### config.mk
export PLATFORM = sky130hd
export DESIGN_NAME = tdc_diff_sched
export DESIGN_NICKNAME = d
export VERILOG_FILES = /design/src/rtl/tdc_diff_sched.sv
export SDC_FILE = /design/constraint.sdc
export NUM_CORES = 1
export LEC_CHECK = 0
export BUFFER_PORTS_ARGS = -buffer_cell sky130_fd_sc_hd__buf_2
export CORE_MARGIN = 2
export CORE_UTILIZATION = 48
export DETAILED_ROUTE_END_ITERATION = 7
export PLACE_DENSITY = 0.86
export SYNTH_ARGS = -nofsm -noshare
export SYNTH_HDL_FRONTEND = slang
export SYNTH_SLANG_ARGS = --single-unit
export TNS_END_PERCENT = 5
### constraint.sdc
create_clock -name clk -period 4.85 [get_ports clk]
set_input_delay 0.97 -clock clk [delete_from_list [all_inputs] [get_ports clk]]
set_output_delay 0.97 -clock clk [all_outputs]
set_load 0.02 [all_outputs]
### src/rtl/tdc_diff_sched.sv
// rtl/tdc_diff_sched.sv - round-robin sharing of one start/stop differencer across NCH TDC channels
// Optional watchdog/flush path is built only when TDC_WDOG_EN is defined.
module tdc_diff_sched #(
  parameter  int NCH    = 4,
  parameter  int DW     = 20,
  parameter  int TO_CYC = 64,
  localparam int CW     = $clog2(NCH)
) (
  input  logic              clk,
  input  logic              rst,
  input  logic [NCH-1:0]    ch_req,
  input  logic [NCH*DW-1:0] ch_start,
  input  logic [NCH*DW-1:0] ch_stop,
  output logic [NCH-1:0]    ch_ack,
  output logic              d_dval,
  output logic [DW-1:0]     d_mlt,
  output logic              d_rst_n,
  input  logic [DW-1:0]     d_res,
  input  logic              d_res_vld,
  output logic              res_vld,
  output logic [DW-1:0]     res_data,
  output logic [CW-1:0]     res_ch,
  output logic              busy,
  output logic              err,
  output logic [CW-1:0]     err_ch
);

`ifdef TDC_WDOG_EN
  typedef enum logic [2:0] {
    S_IDLE, S_GRANT, S_START, S_STOP, S_WAIT, S_FLUSH
  } state_t;
  localparam int WW = $clog2(TO_CYC + 1);
`else
  typedef enum logic [2:0] {
    S_IDLE, S_GRANT, S_START, S_STOP, S_WAIT
  } state_t;
`endif

  if (NCH < 2 || NCH > 16 || TO_CYC < 4) begin : g_param_check
    $error("tdc_diff_sched: illegal parameter set");
  end

  state_t          r_state;
  state_t          w_next;
  logic [CW-1:0]   r_last;
  logic [CW-1:0]   r_tag;
  logic [DW-1:0]   r_start;
  logic [DW-1:0]   r_stop;
  logic            r_res_vld;
  logic [DW-1:0]   r_res_data;
  logic [CW-1:0]   r_res_ch;
  logic            r_d_rst_n;
  logic            w_found;
  logic [CW-1:0]   w_pick;
  logic [CW-1:0]   w_cand;
  logic            w_timeout;

`ifdef TDC_WDOG_EN
  logic [WW-1:0]   r_wdog;
  logic            r_fcnt;
  logic [CW-1:0]   r_err_ch;
`endif

  // Walk the channels starting just after the last grant, wrapping at NCH-1.
  always_comb begin
    w_found = 1'b0;
    w_pick  = '0;
    w_cand  = r_last;
    for (int k = 0; k < NCH; k++) begin
      w_cand = (w_cand == CW'(NCH - 1)) ? '0 : w_cand + CW'(1);
      if (!w_found && ch_req[w_cand]) begin
        w_found = 1'b1;
        w_pick  = w_cand;
      end
    end
  end

`ifdef TDC_WDOG_EN
  assign w_timeout = (r_wdog == WW'(TO_CYC - 1));
`else
  assign w_timeout = 1'b0;
`endif

  always_ff @(posedge clk or posedge rst) begin
    if (rst) begin
      r_state <= S_IDLE;
    end else begin
      r_state <= w_next;
    end
  end

  always_comb begin
    w_next = r_state;
    case (r_state)
      S_IDLE:  if (w_found) w_next = S_GRANT;
      S_GRANT: w_next = S_START;
      S_START: w_next = S_STOP;
      S_STOP:  w_next = S_WAIT;
      S_WAIT: begin
        if (d_res_vld) begin
          w_next = S_IDLE;
        end
`ifdef TDC_WDOG_EN
        else if (w_timeout) begin
          w_next = S_FLUSH;
        end
`endif
      end
`ifdef TDC_WDOG_EN
      S_FLUSH: if (r_fcnt) w_next = S_IDLE;
`endif
      default: w_next = S_IDLE;
    endcase
  end

  always_comb begin
    ch_ack = '0;
    d_dval = 1'b0;
    d_mlt  = '0;
    busy   = (r_state != S_IDLE);
    case (r_state)
      S_GRANT: ch_ack = NCH'(1) << r_tag;
      S_START: begin
        d_dval = 1'b1;
        d_mlt  = r_start;
      end
      S_STOP: begin
        d_dval = 1'b1;
        d_mlt  = r_stop;
      end
      default: ;
    endcase
  end

  always_ff @(posedge clk or posedge rst) begin
    if (rst) begin
      r_last     <= CW'(NCH - 1);
      r_tag      <= '0;
      r_start    <= '0;
      r_stop     <= '0;
      r_res_vld  <= 1'b0;
      r_res_data <= '0;
      r_res_ch   <= '0;
      r_d_rst_n  <= 1'b0;
    end else begin
`ifdef TDC_WDOG_EN
      // Differencer reset follows FLUSH occupancy one edge ahead, so it is low for both FLUSH cycles.
      r_d_rst_n <= (w_next != S_FLUSH);
`else
      r_d_rst_n <= 1'b1;
`endif
      r_res_vld <= 1'b0;
      case (r_state)
        S_IDLE: begin
          if (w_found) begin
            r_tag  <= w_pick;
            r_last <= w_pick;
          end
        end
        S_GRANT: begin
          r_start <= ch_start[r_tag*DW +: DW];
          r_stop  <= ch_stop[r_tag*DW +: DW];
        end
        S_WAIT: begin
          if (d_res_vld) begin
            r_res_vld  <= 1'b1;
            r_res_data <= d_res;
            r_res_ch   <= r_tag;
          end
        end
        default: ;
      endcase
    end
  end

`ifdef TDC_WDOG_EN
  always_ff @(posedge clk or posedge rst) begin
    if (rst) begin
      r_wdog   <= '0;
      r_fcnt   <= 1'b0;
      r_err_ch <= '0;
    end else begin
      case (r_state)
        S_STOP: r_wdog <= '0;
        S_WAIT: begin
          r_wdog <= r_wdog + WW'(1);
          if (!d_res_vld && w_timeout) begin
            r_err_ch <= r_tag;
            r_fcnt   <= 1'b0;
          end
        end
        S_FLUSH: r_fcnt <= 1'b1;
        default: ;
      endcase
    end
  end

  assign err    = (r_state == S_FLUSH) && !r_fcnt;
  assign err_ch = r_err_ch;
`else
  assign err    = 1'b0;
  assign err_ch = '0;
`endif

  assign d_rst_n  = r_d_rst_n;
  assign res_vld  = r_res_vld;
  assign res_data = r_res_data;
  assign res_ch   = r_res_ch;

endmodule

==> out/qor.csv, run 1 <==
metric;value;unit
chip height;97.3;microns
Leak Pwr;2.74;nW
Hold Crit Class;reg2reg;
Fmax;0.313;GHz
commonest non-fill, non-tap cells in the layout;236 x buf_2, 67 x dfrtp_1, 62 x mux2_2;
ys async rst share;100;%
Die Wd;97.3;microns
PortBufs;236;
required time of the worst setup path;3.88;ns
standard-cell rows;34;
Critical Path Source Type;register;
Worst Setup Path Type;reg2out;
Ys Warns;0;
CORE AREA;0.00859;sq mm
P&R area growth vs syn;33.2;%
Clock Tree Buf Depth;2;
H-tree levels;3;
GRT overflow;0;
Max Cap Viol;0;
pin count of the biggest net entering global routing;47;
vias per cell;5.24;
routability cong.;0.737;
Tot GR Track Use;22.4;%
Post-Layout Cell Count;630;
final setup vio count;0;
Worst-Skew Late Latency;0.32;ns
crit end category;output port;
Sink Count;71;
number of library cell types mapped by synthesis;38;
Iter 0 DRT Violations;53;
drt pass-1 iters;4;
CTS clk-pin slew, worst paths;0.08;ns
routed len/inst;16.5;microns
initial antenna violation count;0;
post-CTS resize count;0;
Setup Fix Bufs, Post-CTS;0;
first-pass GRT wire length;16.8;mm
fin crit period;3.19;ns
proportion of layout cells with a drive suffix above 1;70.7;%
ANT nets after route;0;
Post-Syn Area;0.00418;sq mm
Detail Placement HPWL;8.23;mm
top_reg_cell synth;dfrtp_1;
Hold Violations, Final;0;
crit share post-route;65.8;%
Die ar.;0.00946;sq mm
Post-synth EDFFs;0;
number of global-route vias before repair;3575;
average size of a mapped cell;14.4;sq um
final WL;10.4;mm
commonest non-fill, non-tap cell in the layout;buf_2;
cell count after synthesis;290;
DRC;0;
setup TNS;0;ns
worst slew pin tran;1.12;ns
dpl cells;614;
RSZ-0062 raised after global routing;false;
VDD IR max;0.000269;V
Power Density;642;mW/mm^2
Final Skew;0.00864;ns
Initial Util;48.6;%
Synth Register Bits;71;
Vias;3303;
Pins Over Slew Limit;0;
antenna cells;0;
CTS tree;built;
WP data arrival;2.22;ns
CTS Root Cell;clkbuf_8;
relative slew slack;25.2;%
sequential fraction of the synthesis area;42.6;%
outcome;complete, no violations;
hold buffer count at cts;0;
CTS Buf Count;9;
CP max FO;23;
fin nets;705;
# IOs;240;
Core Util, Final;64.7;%
critical path: stages (launching register included):
cell and delay [ns]:
dfrtp_1 0.49, nor3b_4 0.96, nor3b_1 0.26, buf_2 0.20
sequential cells by signal, indices dropped and copies added (netlist names):
signal    flops
d_rst_n       1
r_last        2
r_start      20
r_state       3
r_stop       20
r_tag         2
res_ch        2
res_data     20
res_vld       1
Yosys cell counts (3+ instances only):
cell	n	area (sq um)
a21oi_1	3	15.0
buf_2	8	40.0
buf_4	3	22.5
buf_6	8	90.1
clkbuf_1	3	11.3
dfrtp_1	69	1730
inv_1	3	11.3
mux2_2	62	698
mux2i_1	21	210
mux4_2	40	901
nand2_1	5	18.8
nor2_1	28	105
nor3_1	3	15.0
through the flow:
step | area, sq um | power, mW | hold WS [ns] | setup WS (ns)
4_1_cts | 5560 | 3.62 | 0.509 | 1.63
3_3_place_gp | 5340 | 3.02 | 0.484 | 2.01
3_5_place_dp | 5340 | 3.09 | 0.492 | 1.99
6_report | 5560 | 3.57 | 0.508 | 1.66
2_1_floorplan | 4180 | 2.62 | 0.480 | 2.09
5_1_grt | 5560 | 3.81 | 0.525 | 1.43
power by group:
| group | leakage (nW) | switching, mW | internal [mW] |
|---|---|---|---|
| Sequential | 0.845 | 0.299 | 0.898 |
| Combinational | 1.78 | 0.870 | 0.994 |
| Clock | 0.116 | 0.210 | 0.302 |
cells by family (layout without fill, tap and decap cells):
family,after synthesis,after routing,synth area share [%]
buf+inv,29,259,4.82
fa+ha+maj,1,1,0.300
simple gates,51,51,6.65
compound gates,12,12,1.92
other cells,2,4,0.180
mux,123,123,43.3
flops,71,71,42.6
xor+xnor,1,1,0.210
final cells by class:
type	count	area, sq um
clock buffers	10	138
inverters	3	11.3
well taps	108	135
clock inverters	6	83.8
flip-flops and latches	71	1780
repair buffers	240	1210
fillers	702	3030
multi-input cells	192	2200
path summary, 6_finish.rpt:
kind	slack, ns	depth (start not counted)	endpoint	from
max reg2reg	2.42	3	r_start[7]	r_tag[0]
min	0.51	1	res_data[17]	res_data[17]
min reg2reg	0.51	1	res_data[17]	res_data[17]
min in group asynchronous	0.80	2	res_data[18]	rst
max	1.66	3	ch_ack[0]	r_state[1]
max in group asynchronous	3.12	3	r_start[9]	rst
metal layers:
metal,up-vias,part of all wire [%],global-route usage (%)
li1,1542,-,-
met1,1596,40,28.7
met2,152,52,38.0
met3,13,6.4,4.32
met4,0,1.7,8.23
met5,-,0,0
No activity file was read; power rests on OpenSTA's default activity.
==> inputs of run 2 (changes only) <==
--- a/config.mk
+++ b/config.mk
@@ -7,9 +7,9 @@
 export LEC_CHECK = 0
 export BUFFER_PORTS_ARGS = -buffer_cell sky130_fd_sc_hd__buf_2
 export CORE_MARGIN = 2
-export CORE_UTILIZATION = 48
+export CORE_UTILIZATION = 45
 export DETAILED_ROUTE_END_ITERATION = 7
-export PLACE_DENSITY = 0.86
+export PLACE_DENSITY = 0.82
 export SYNTH_ARGS = -nofsm -noshare
 export SYNTH_HDL_FRONTEND = slang
 export SYNTH_SLANG_ARGS = --single-unit
==> constraint.sdc (replaced) <==
create_clock -name clk -period 3.1 [get_ports clk]
set_input_delay 0.62 -clock clk [delete_from_list [all_inputs] [get_ports clk]]
set_output_delay 0.62 -clock clk [all_outputs]
set_load 0.02 [all_outputs]
==> run 2 against run 1 <==
Clock power grew 38%; register-to-register slack lost 1.4 ns; design area is essentially flat; count of clock-buffer cells in the layout shrank 1; total power grew 54%; sequential power grew 45%; sequential share of layout area is essentially flat; via count grew 0.94%; global-route usage shrank 0.59 points.
==> out/qor.csv, run 2 (same netlist as run 1, synthesis figures left out) <==
metric;value;unit;change
CP max FO;21;;-8.7%
Sink Count;71;;unchanged
post-CTS resize count;0;;unchanged
crit end category;output port;;
worst slew pin tran;0.980;ns;-0.141 ns
cell family with most CP delay;simple AND/OR/NAND/NOR gates;;
fin nets;708;;+0.43%
routability cong.;0.772;;+4.8%
antenna cells;0;;unchanged
required time of the worst setup path;2.48;ns;-1.40 ns
Leak Pwr;2.73;nW;-0.24%
WP data arrival;1.97;ns;-0.25 ns
PortBufs;236;;unchanged
first-pass GRT wire length;16.8;mm;about the same
pin count of the biggest net entering global routing;41;;-13%
Slowest-stage cell, CP;nand2b_1;;
CTS tree;built;;
crit share post-route;83.6;%;
Detail Placement HPWL;8.78;mm;+6.7%
CP cell instances;nand2b_1, inv_1, buf_2;;
setup TNS;0;ns;unchanged
Die ar.;0.0101;sq mm;+6.4%
Worst Setup Path Type;reg2out;;
P&R area growth vs syn;33.3;%;about the same
ANT nets after route;0;;unchanged
Final Skew;0.00992;ns;+0.00128 ns
Core Util, Final;61.1;%;-3.6 points
GRT overflow;0;;unchanged
critical path's largest stage delay;0.72;ns;-0.24 ns
Tot GR Track Use;21.8;%;-0.59 points
setup slack at placement;0.824;ns;-1.16 ns
CORE AREA;0.00911;sq mm;+6.0%
CTS clk-pin slew, worst paths;0.09;ns;about the same
DRC;0;;unchanged
VDD IR max;0.000368;V;+37%
H-tree levels;3;;unchanged
Power Density;991;mW/mm^2;+54%
Setup Fix Bufs, Post-CTS;0;;unchanged
Final WS setup;0.507;ns;-1.15 ns
commonest non-fill, non-tap cells in the layout;236 x buf_2, 67 x dfrtp_1, 62 x mux2_2;;
outcome;complete, no violations;;
Vias;3334;;+0.94%
CTS Buf Count;9;;unchanged
CP bufs+invs;2;;+1
Hold Violations, Final;0;;unchanged
chip height;100;microns;+3.1%
commonest non-fill, non-tap cell in the layout;buf_2;;
RSZ-0062 raised after global routing;false;;
Clock Tree Buf Depth;2;;unchanged
final setup vio count;0;;unchanged
Initial Util;45.9;%;-2.8 points
final WL;10.9;mm;+4.8%
fin crit period;2.59;ns;
Die Wd;100;microns;+3.1%
drt pass-1 iters;4;;unchanged
hold buffer count at cts;0;;unchanged
proportion of layout cells with a drive suffix above 1;70.9;%;+0.17 points
# IOs;240;;unchanged
Fmax;0.386;GHz;
CTS Root Cell;clkbuf_8;;
Max Cap Viol;0;;unchanged
Pins Over Slew Limit;0;;unchanged
routed len/inst;17.1;microns;+3.8%
Hold Crit Class;in2async;;
relative slew slack;34.7;%;+9.5 points
vias per cell;5.24;;about the same
Worst-Skew Late Latency;0.35;ns;+0.03 ns
number of global-route vias before repair;3489;;-2.4%
initial antenna violation count;0;;unchanged
Critical Path Source Type;register;;
Iter 0 DRT Violations;87;;+64%
standard-cell rows;35;;+2.9%
-- run 2: cell count changes in the layout (fill, tap and decap cells not counted), moves of 2 or more --
cell	previous run	this run
clkinv_2	3	0
buf_4	4	6
bufinv_16	2	0
clkinvlp_4	0	2
inv_6	0	2
inv_8	0	2
-- run 2: where the power goes --
part	switching, mW	leakage (nW)	internal [mW]
combinational	1.50	1.79	1.57
sequential	0.337	0.845	1.41
clock	0.396	0.0903	0.308
-- run 2: area by class of cell --
class                           instances  area (sq um)
Timing Repair Buffer                  243          1250
Clock buffer                            9           124
Inverter                                3          11.3
Sequential cell                        71          1780
Fill cell                             753          3540
Clock inverter                          7          63.8
Tap cell                              111           139
Multi-Input combinational cell        192          2200
-- run 2: final timing paths --
path | cells past startpoint | slack (ns) | start | end
setup / recovery | 3 | 0.51 | r_state[2] | d_dval
hold / removal | 2 | 0.38 | rst | res_data[4]
setup reg to reg | 4 | 1.03 | r_state[0] | r_stop[13]
hold reg to reg | 1 | 0.51 | res_data[11] | res_data[11]
max in group asynchronous | 3 | 2.01 | rst | r_last[0]
min in group clk | 2 | 0.50 | d_res[12] | res_data[12]
-- run 2: routing by layer --
layer  global-route usage (%)  up-vias  share of wire [%]
met2                     39.2      135                 54
met5                        0        -                  0
met3                     4.39       20                6.5
met1                     25.8     1632                 38
li1                         -     1547                  -
met4                     7.90        0                1.9
-- run 2: per-stage QoR --
| step | total power, mW | hold slack, ns | instances | cell area, sq um |
|---|---|---|---|---|
| 3_5_place_dp | 4.87 | 0.490 | 620 | 5380 |
| 3_3_place_gp | 4.75 | 0.483 | 620 | 5380 |
| 6_report | 5.52 | 0.375 | 636 | 5570 |
| 5_1_grt | 5.89 | 0.425 | 636 | 5570 |
| 4_1_cts | 5.59 | 0.393 | 636 | 5570 |
| 2_1_floorplan | 4.09 | 0.480 | 292 | 4180 |
